## config.mk

```make
export PLATFORM = sky130hd
export DESIGN_NAME = emisor_instrucciones_flat
export DESIGN_NICKNAME = d
export VERILOG_FILES = /design/src/rtl/emisor_instrucciones_if.sv /design/src/rtl/emisor_instrucciones.sv /design/src/flat_wrapper.sv
export SDC_FILE = /design/constraint.sdc
export NUM_CORES = 1
export LEC_CHECK = 0
export CAP_MARGIN = 20
export CORE_ASPECT_RATIO = 0.9
export CORE_MARGIN = 3
export CORE_UTILIZATION = 60
export DETAILED_ROUTE_END_ITERATION = 10
export DONT_BUFFER_PORTS = 1
export PLACE_DENSITY_LB_ADDON = 0.08
export SLEW_MARGIN = 30
export SYNTH_ARGS = -nofsm -noshare
export SYNTH_HDL_FRONTEND = slang
export SYNTH_SLANG_ARGS = --single-unit
```

## constraint.sdc

```tcl
create_clock -name clk -period 4 [get_ports clk]
set_input_delay 0.4 -clock clk [delete_from_list [all_inputs] [get_ports clk]]
set_output_delay 0.4 -clock clk [all_outputs]
set_load 0.02 [all_outputs]
```

## src/rtl/emisor_instrucciones_if.sv

```systemverilog
// Instruction bus between the sequencer and the register-file/ALU datapath.
// Ports: instr/instr_valid driven by the sequencer (master); instr_ready and
//        zflow (zero flag for the word on instr) driven by the datapath (slave).
interface emisor_instrucciones_if #(
  parameter int IW = 20
);
  logic [IW-1:0] instr;
  logic          instr_valid;
  logic          instr_ready;
  logic          zflow;

  modport master (
    output instr,
    output instr_valid,
    input  instr_ready,
    input  zflow
  );

  modport slave (
    input  instr,
    input  instr_valid,
    output instr_ready,
    output zflow
  );
endinterface

```

## src/rtl/emisor_instrucciones.sv

```systemverilog
// Program sequencer: host loads up to DEPTH instruction words, start issues
// them one per accepted valid/ready handshake, counting zero-flag results.
// Ports: clk/rst, host load (wr_en, wr_data, clr, start), datapath bus (dp),
//        status (busy, done pulse, pc, count, saturating zero_cnt).
module emisor_instrucciones #(
  parameter  int DEPTH = 16,
  parameter  int IW    = 20,
  parameter  int ZW    = 8,
  localparam int PW    = $clog2(DEPTH),
  localparam int CW    = PW + 1
) (
  input  logic                   clk,
  input  logic                   rst,
  input  logic                   wr_en,
  input  logic [IW-1:0]          wr_data,
  input  logic                   clr,
  input  logic                   start,
  emisor_instrucciones_if.master dp,
  output logic                   busy,
  output logic                   done,
  output logic [PW-1:0]          pc,
  output logic [CW-1:0]          count,
  output logic [ZW-1:0]          zero_cnt
);

  typedef enum logic [1:0] {IDLE, RUN, DONE} state_t;

  localparam logic [CW-1:0] FULL = CW'(DEPTH);

  state_t        state;
  logic [IW-1:0] mem [DEPTH];

  logic          wr_fire;
  logic          accept;
  logic          last;
  logic [PW-1:0] pc_nxt;

  // clr outranks wr_en; a full buffer silently drops the write.
  assign wr_fire = (state == IDLE) && !clr && wr_en && (count != FULL);
  assign accept  = dp.instr_valid & dp.instr_ready;
  // count is nonzero whenever RUN is entered, so count-1 never underflows here.
  assign last    = ({1'b0, pc} == (count - CW'(1)));
  assign pc_nxt  = pc + PW'(1);

  // Buffer storage carries no reset: contents are meaningless until count covers them.
  always_ff @(posedge clk) begin
    if (wr_fire) mem[count[PW-1:0]] <= wr_data;
  end

  always_ff @(posedge clk or posedge rst) begin
    if (rst) begin
      state          <= IDLE;
      dp.instr       <= '0;
      dp.instr_valid <= 1'b0;
      busy           <= 1'b0;
      done           <= 1'b0;
      pc             <= '0;
      count          <= '0;
      zero_cnt       <= '0;
    end else begin
      case (state)
        IDLE: begin
          if (clr) begin
            count <= '0;
          end else if (wr_en) begin
            // start in the same cycle is ignored; the write wins.
            if (count != FULL) count <= count + CW'(1);
          end else if (start) begin
            zero_cnt <= '0;
            pc       <= '0;
            if (count != '0) begin
              dp.instr       <= mem[0];
              dp.instr_valid <= 1'b1;
              busy           <= 1'b1;
              state          <= RUN;
            end else begin
              // Empty program: skip straight to the completion pulse.
              done  <= 1'b1;
              state <= DONE;
            end
          end
        end

        RUN: begin
          if (accept) begin
            if (dp.zflow && (zero_cnt != '1)) zero_cnt <= zero_cnt + ZW'(1);
            if (last) begin
              dp.instr_valid <= 1'b0;
              busy           <= 1'b0;
              done           <= 1'b1;
              state          <= DONE;
            end else begin
              pc       <= pc_nxt;
              dp.instr <= mem[pc_nxt];
            end
          end
        end

        DONE: begin
          done  <= 1'b0;
          state <= IDLE;
        end

        default: begin
          state <= IDLE;
        end
      endcase
    end
  end

endmodule

```

## src/flat_wrapper.sv

```systemverilog
// flat-port wrapper written by rule: the top's interface ports become plain ports
module emisor_instrucciones_flat 
#(
  parameter  int DEPTH = 16,
  parameter  int IW    = 20,
  parameter  int ZW    = 8,
  localparam int PW    = $clog2(DEPTH),
  localparam int CW    = PW + 1
)
  (clk, rst, wr_en, wr_data, clr, start, busy, done, pc, count, zero_cnt, dp_instr, dp_instr_valid, dp_instr_ready, dp_zflow);
  emisor_instrucciones_if #(.IW(IW)) dp_i ();
  input  logic clk;
  input  logic rst;
  input  logic wr_en;
  input  logic [IW-1:0] wr_data;
  input  logic clr;
  input  logic start;
  output logic busy;
  output logic done;
  output logic [PW-1:0] pc;
  output logic [CW-1:0] count;
  output logic [ZW-1:0] zero_cnt;
  output wire logic [$bits(dp_i.instr)-1:0] dp_instr;
  output wire logic [$bits(dp_i.instr_valid)-1:0] dp_instr_valid;
  input wire logic [$bits(dp_i.instr_ready)-1:0] dp_instr_ready;
  input wire logic [$bits(dp_i.zflow)-1:0] dp_zflow;
  assign dp_instr = dp_i.instr;
  assign dp_instr_valid = dp_i.instr_valid;
  assign dp_i.instr_ready = dp_instr_ready;
  assign dp_i.zflow = dp_zflow;
  emisor_instrucciones #(.DEPTH(DEPTH), .IW(IW), .ZW(ZW)) u_core (.clk(clk), .rst(rst), .wr_en(wr_en), .wr_data(wr_data), .clr(clr), .start(start), .dp(dp_i), .busy(busy), .done(done), .pc(pc), .count(count), .zero_cnt(zero_cnt));
endmodule
```

; ---- After elaboration in Yosys (flattened, before gate mapping)
; Memories as Yosys holds them, arrays and structs flattened.
; Index checks and enable logic that the tools add are counted.
[word_totals]
ff_bits = 41
latch_bits = 0
mem_bits_rw = 320
romBits = 0
in_bits = 27
elab_cells = 90
memories = 1
[memory_table]
columns = memory, words, width, rd, rd_ports_with_merged_regs, wr, line_no
row1 = u_core.mem, 16, 20, 2, 0, 1, emisor_instrucciones.sv:31  ; logic [IW-1:0] mem [DEPTH];
[classes]
n_addsub = 4
n_mul = 0
div_mod_pow = 0
magnitude_cmp = 0
eq_ne = 14
shifts = 0
muxes = 45
bitwise_logic = 1
n_reduce_logical = 18
[ops]
columns = op, count
row1 = 20-bit 2-to-1 mux, 6
row2 = 8-bit 2-to-1 mux, 5
row3 = 20-bit case mux with 2 select lines, 1
row4 = 7-bit AND reduction, 3
row5 = 4-bit 2-to-1 mux, 5
row6 = 8-bit case mux with 2 select lines, 1
row7 = 5-bit 2-to-1 mux, 3
row8 = 1-bit 2-to-1 mux, 14
row9 = 2-bit 2-to-1 mux, 6
row10 = "2-bit != test, second input constant", 6
row11 = 6-bit AND reduction, 2
row12 = "8-bit by 1-bit adder with 8-bit output, second input constant", 1
row13 = "8-bit != test, second input constant", 1
row14 = 4-bit case mux with 2 select lines, 1
row15 = "2-bit by 1-bit != test with 1-bit output, second input constant", 3
row16 = 2-bit nonzero test, 3
row17 = "5-bit by 1-bit adder with 5-bit output, second input constant", 1
row18 = 4-bit by 5-bit == test with 1-bit output, 1
row19 = "5-bit != test, second input constant", 1
row20 = 5-bit AND reduction, 1
row21 = 5-bit nonzero test, 1
row22 = "5-bit by 1-bit subtractor with 5-bit output, second input constant", 1
row23 = "4-bit by 1-bit adder with 4-bit output, second input constant", 1
row24 = 1-bit logical AND, 4
row25 = 10 further kinds, 10

; ---- Depth between registers and ports, before layout
[logic_depth]
ltp_word = 6
depth_mapped = 8
ltp_nobuf = 7

; ---- Worst setup path after synthesis
; No wires, ideal clock.
[synth_timing]
path_kind = register to register
start = reg u_core.count[0]
end = mem u_core.mem[13][0], enable pin
setup_ns = 0.397
arrival_ns = 2.507
path_slack_ns = 1.097
stages_incl_launch_ff = 7
n_path_buf = 0
synth_period_minus_slack_ns = 2.903
path_cell_list = dfrtp_1 > inv_1 > ha_1 > a31oi_1 > and2_1 > nand3_1 > nor2_1
[synth_via]
elab_chain_cells = 4
[synth_lines]
columns = element, line_no
row1 = "start, declared", emisor_instrucciones.sv:22  ; output logic [CW-1:0] count,
row2 = "start signal, assigned", emisor_instrucciones.sv:67  ; if (count != FULL) count <= count + CW'(1);
row3 = 5-bit != test, emisor_instrucciones.sv:39  ; assign wr_fire = (state == IDLE) && !clr && wr_en && (count != FULL);
row4 = 1-bit logical AND, emisor_instrucciones.sv:39
row5 = 1-bit 2-to-1 mux, emisor_instrucciones.sv:47  ; if (wr_fire) mem[count[PW-1:0]] <= wr_data;
row6 = 1-bit 2-to-1 mux (implied by the code), emisor_instrucciones.sv:47
row7 = "end, declared", emisor_instrucciones.sv:31
; Several ways; a longest one is shown, not always the timed one.

; ---- Worst setup path in the final report
[layout_timing]
start = reg u_core.count[0]
end = reg u_core.dp.instr[6]
[layout_via]
elab_chain_cells = 4
[layout_lines]
columns = element, line_no
row1 = 5-bit by 1-bit subtractor with 5-bit output, emisor_instrucciones.sv:42  ; assign last = ({1'b0, pc} == (count - CW'(1)));
row2 = 4-bit by 5-bit == test with 1-bit output, emisor_instrucciones.sv:42
row3 = 2-bit != test (no line), -
row4 = 7-bit AND reduction (no line) (*), -
row5 = "end signal, assigned", emisor_instrucciones.sv:72  ; dp.instr <= mem[0];
row6 = "end signal, assigned", emisor_instrucciones.sv:94  ; dp.instr <= mem[pc_nxt];
row7 = "end, declared", emisor_instrucciones_if.sv:13  ; output instr,
; Every way passes the cells marked *; elsewhere a longest branch is shown, timed or not.
; A chain may end at the register's enable or synchronous reset.

==> flow_metrics.py <==
metrics = {
    "synth": {
        "ys_ff_latch": 361,
        "syn_area_um2": 14700,
        "synth_cell_types": 46,
        "synth_fp_nets": 754,
        "ys_warn_count": 0,
        "yosysSeqAreaShare_pct": 72.6,
        "synth-edff-count": 320,
        "synth_area_leaders": "edfxtp_1 (66%), mux4_2 (12%), dfrtp_1 (7.0%)",
        "avgSynthCellArea_um2": 20.3,
        "yosysTopAreaCell": "edfxtp_1",
        "synth_cells": 720,
        "ys.flop_type": "edfxtp_1",
        "netlist.area_leader.share_pct": 65.6,
        "synthArstFlopShare_pct": 11.4,
    },
    "cts": {
        "path_clk_slew_ps": 70,
        "cts-root-buf": "clkbuf_16",
        "worstSkewPairLatency_ps": 510,
        "cts.sinks": 361,
        "clock_path_buffers": 3,
        "cts_tree": "yes",
        "cts_max_level": 2,
        "cts_buffers": 36,
        "post_cts_buffers": 0,
    },
    "place": {
        "dpl_cell_area_um2": 15200,
        "dp_slack_ps": 740,
        "io_buffers": 0,
        "dp_hpwl_um": 17400,
        "gp_congestion": 0.856,
    },
    "grt": {
        "track_usage_pct": 23.9,
        "grt_pass1_wl_um": 46400,
        "antenna_found_initial": 0,
        "grt_pass1_vias": 7270,
        "grt_max_degree": 86,
        "grt.overflow.total": 0,
    },
    "power_and_ir_drop": {
        "p_int_mw": 8.19,
        "p_seq_share_pct": 40.7,
        "power_switching_share_pct": 29.9,
        "leakagePower_nw": 5.66,
        "power_density_nw_per_um2": 701,
        "ir_worst_vdd_uv": 571,
        "p_clk_share_pct": 29.3,
        "comb_power_share_pct": 29.9,
        "p_sw_mw": 3.48,
        "p_total_mw": 11.7,
    },
    "die": {
        "rows": 53,
        "die_h_um": 154,
        "core_um2": 23700,
        "start_util_pct": 61.9,
        "die_w_um": 171,
        "ios": 67,
        "die_area_um2": 26300,
    },
    "critical_path": {
        "critical_path_arrival_ps": 3780,
        "cp-start-kind": "flip-flop",
        "path_max_fanout": 13,
        "worstPathRequired_ps": 4390,
        "path_class": "reg2reg",
        "crit_path_end_kind": "flip-flop",
    },
    "sta": {
        "rsz0062_at_grt": "no",
        "drv_slew": 0,
        "period_share_pct": 84.7,
        "finalSetupViolations": 0,
        "max_freq_mhz": 295,
        "hold_violations": 0,
        "fin_crit_ps": 3390,
        "worst_pin_slew_ps": 784,
        "maxSlewHeadroom_pct": 47.6,
        "skew_ps": 10.9,
        "setup_slack_ps": 613,
        "setup_tns_ps": 0,
    },
    "cells_and_area": {
        "antenna_cells": 0,
        "final_common_cell": "edfxtp_1",
        "nets": 807,
        "drive_above_1_share_pct": 27.3,
        "fillerInstances": 1411,
        "syn_to_final_growth_pct": 13.7,
        "mostFrequentLayoutCells": "edfxtp_1 (320), mux4_2 (80), mux2i_1 (61)",
        "final_area_um2": 16700,
        "utilization_pct": 70.3,
    },
    "drt": {
        "drc": 0,
        "num_vias": 7124,
        "wl_per_cell_um": 27.6,
        "wl_um": 30400,
        "drt_iter0_markers": 678,
        "postRouteAntennaNets": 0,
        "drt_first_pass_iters": 5,
        "vias_per_cell": 6.48,
    },
    "worst_hold_path": {
        "min_path_type": "in2reg",
    },
    "run_status": {
        "outcome": "complete, no violations",
    },
    "job": {
        "cap_violations": 0,
    },
}
worst max-delay path, cell delays in order, from the launching register on:
cell	delay, ps
dfrtp_1	650
inv_1	180
ha_1	310
o21ba_1	200
a221o_1	380
a2111oi_4	660
a211oi_4	270
buf_4	300
mux2_4	320
what timing repair did:
action / in CTS / in global routing
hold buffers: 22 / 0
gates resized for setup: 0 / 0
hold endpoints to repair: 357 / 0
final timing paths:
path                                 start                 end  slack, ps  cells past startpoint
setup / recovery           u_core.count[0]  u_core.dp.instr[6]        610                      8
hold / removal                         clr     u_core.count[3]        120                      3
setup reg to reg           u_core.count[0]  u_core.dp.instr[6]        610                      8
hold reg to reg            u_core.state[1]     u_core.state[0]        610                      1
max in group asynchronous              rst        u_core.pc[0]       2990                      2
min in group asynchronous              rst  u_core.dp.instr[8]        470                      2
registers in the layout (all words and copies together), names as in the netlist:
register	count
u_core.dp.instr	20
u_core.count	5
u_core.state	2
u_core.pc	4
u_core.done	1
u_core.dp.instr_valid	1
u_core.mem	320
u_core.zero_cnt	8
per-layer routing:
layer	part of all wire (%)	track usage [%]
met5	0	0
met4	1.8	5.48
met3	7.5	5.60
met2	47	36.4
met1	43	36.1
synthesized netlist by cell type, drive strengths merged (8+ instances only):
master	n
nor2	14
inv	13
a21oi	11
nand3	11
mux4	80
xnor2	8
dfrtp	41
clkbuf	15
mux2	42
mux2i	61
edfxtp	320
nand2	11
and2	9
o21ai	8
buf	20
per-stage QoR:
stage / hold slack, ps / std cells
after floorplan: 499 / 720
after global placement: 500 / 1015
after detailed placement: 499 / 1015
after CTS: 100 / 1100
after global routing: 141 / 1100
final: 122 / 1100
area by class of cell:
type / count / area (um2) / share of cell area [%]
sequential: 361 / 10600 / 63.9
multi-input combinational: 311 / 3870 / 23.2
clock buffer: 44 / 952 / 5.72
timing repair buffer: 50 / 518 / 3.11
tap: 302 / 378 / 2.27
clock inverter: 19 / 249 / 1.50
inverter: 13 / 50.0 / 0.301
kinds of logic after synthesis:
group / Yosys count / share of synthesized area (%)
DFF: 361 / 72.6
muxes: 183 / 20.2
and+or+nand+nor: 71 / 2.55
buffers and inverters: 48 / 1.49
AOI/OAI and AO/OA: 40 / 1.96
xor gates and xnor gates: 10 / 0.598
adders and majority gates: 7 / 0.598
power groups by stage:
stage	Clock, mW	Sequential, mW	Combinational (mW)
3_5_place_dp	0	4.83	3.44
2_1_floorplan	0	4.72	2.70
6_report	3.42	4.75	3.49
4_1_cts	3.49	4.75	3.53
3_3_place_gp	0	4.82	3.40
5_1_grt	3.65	4.78	3.76
No activity file was read; power rests on OpenSTA's default activity.
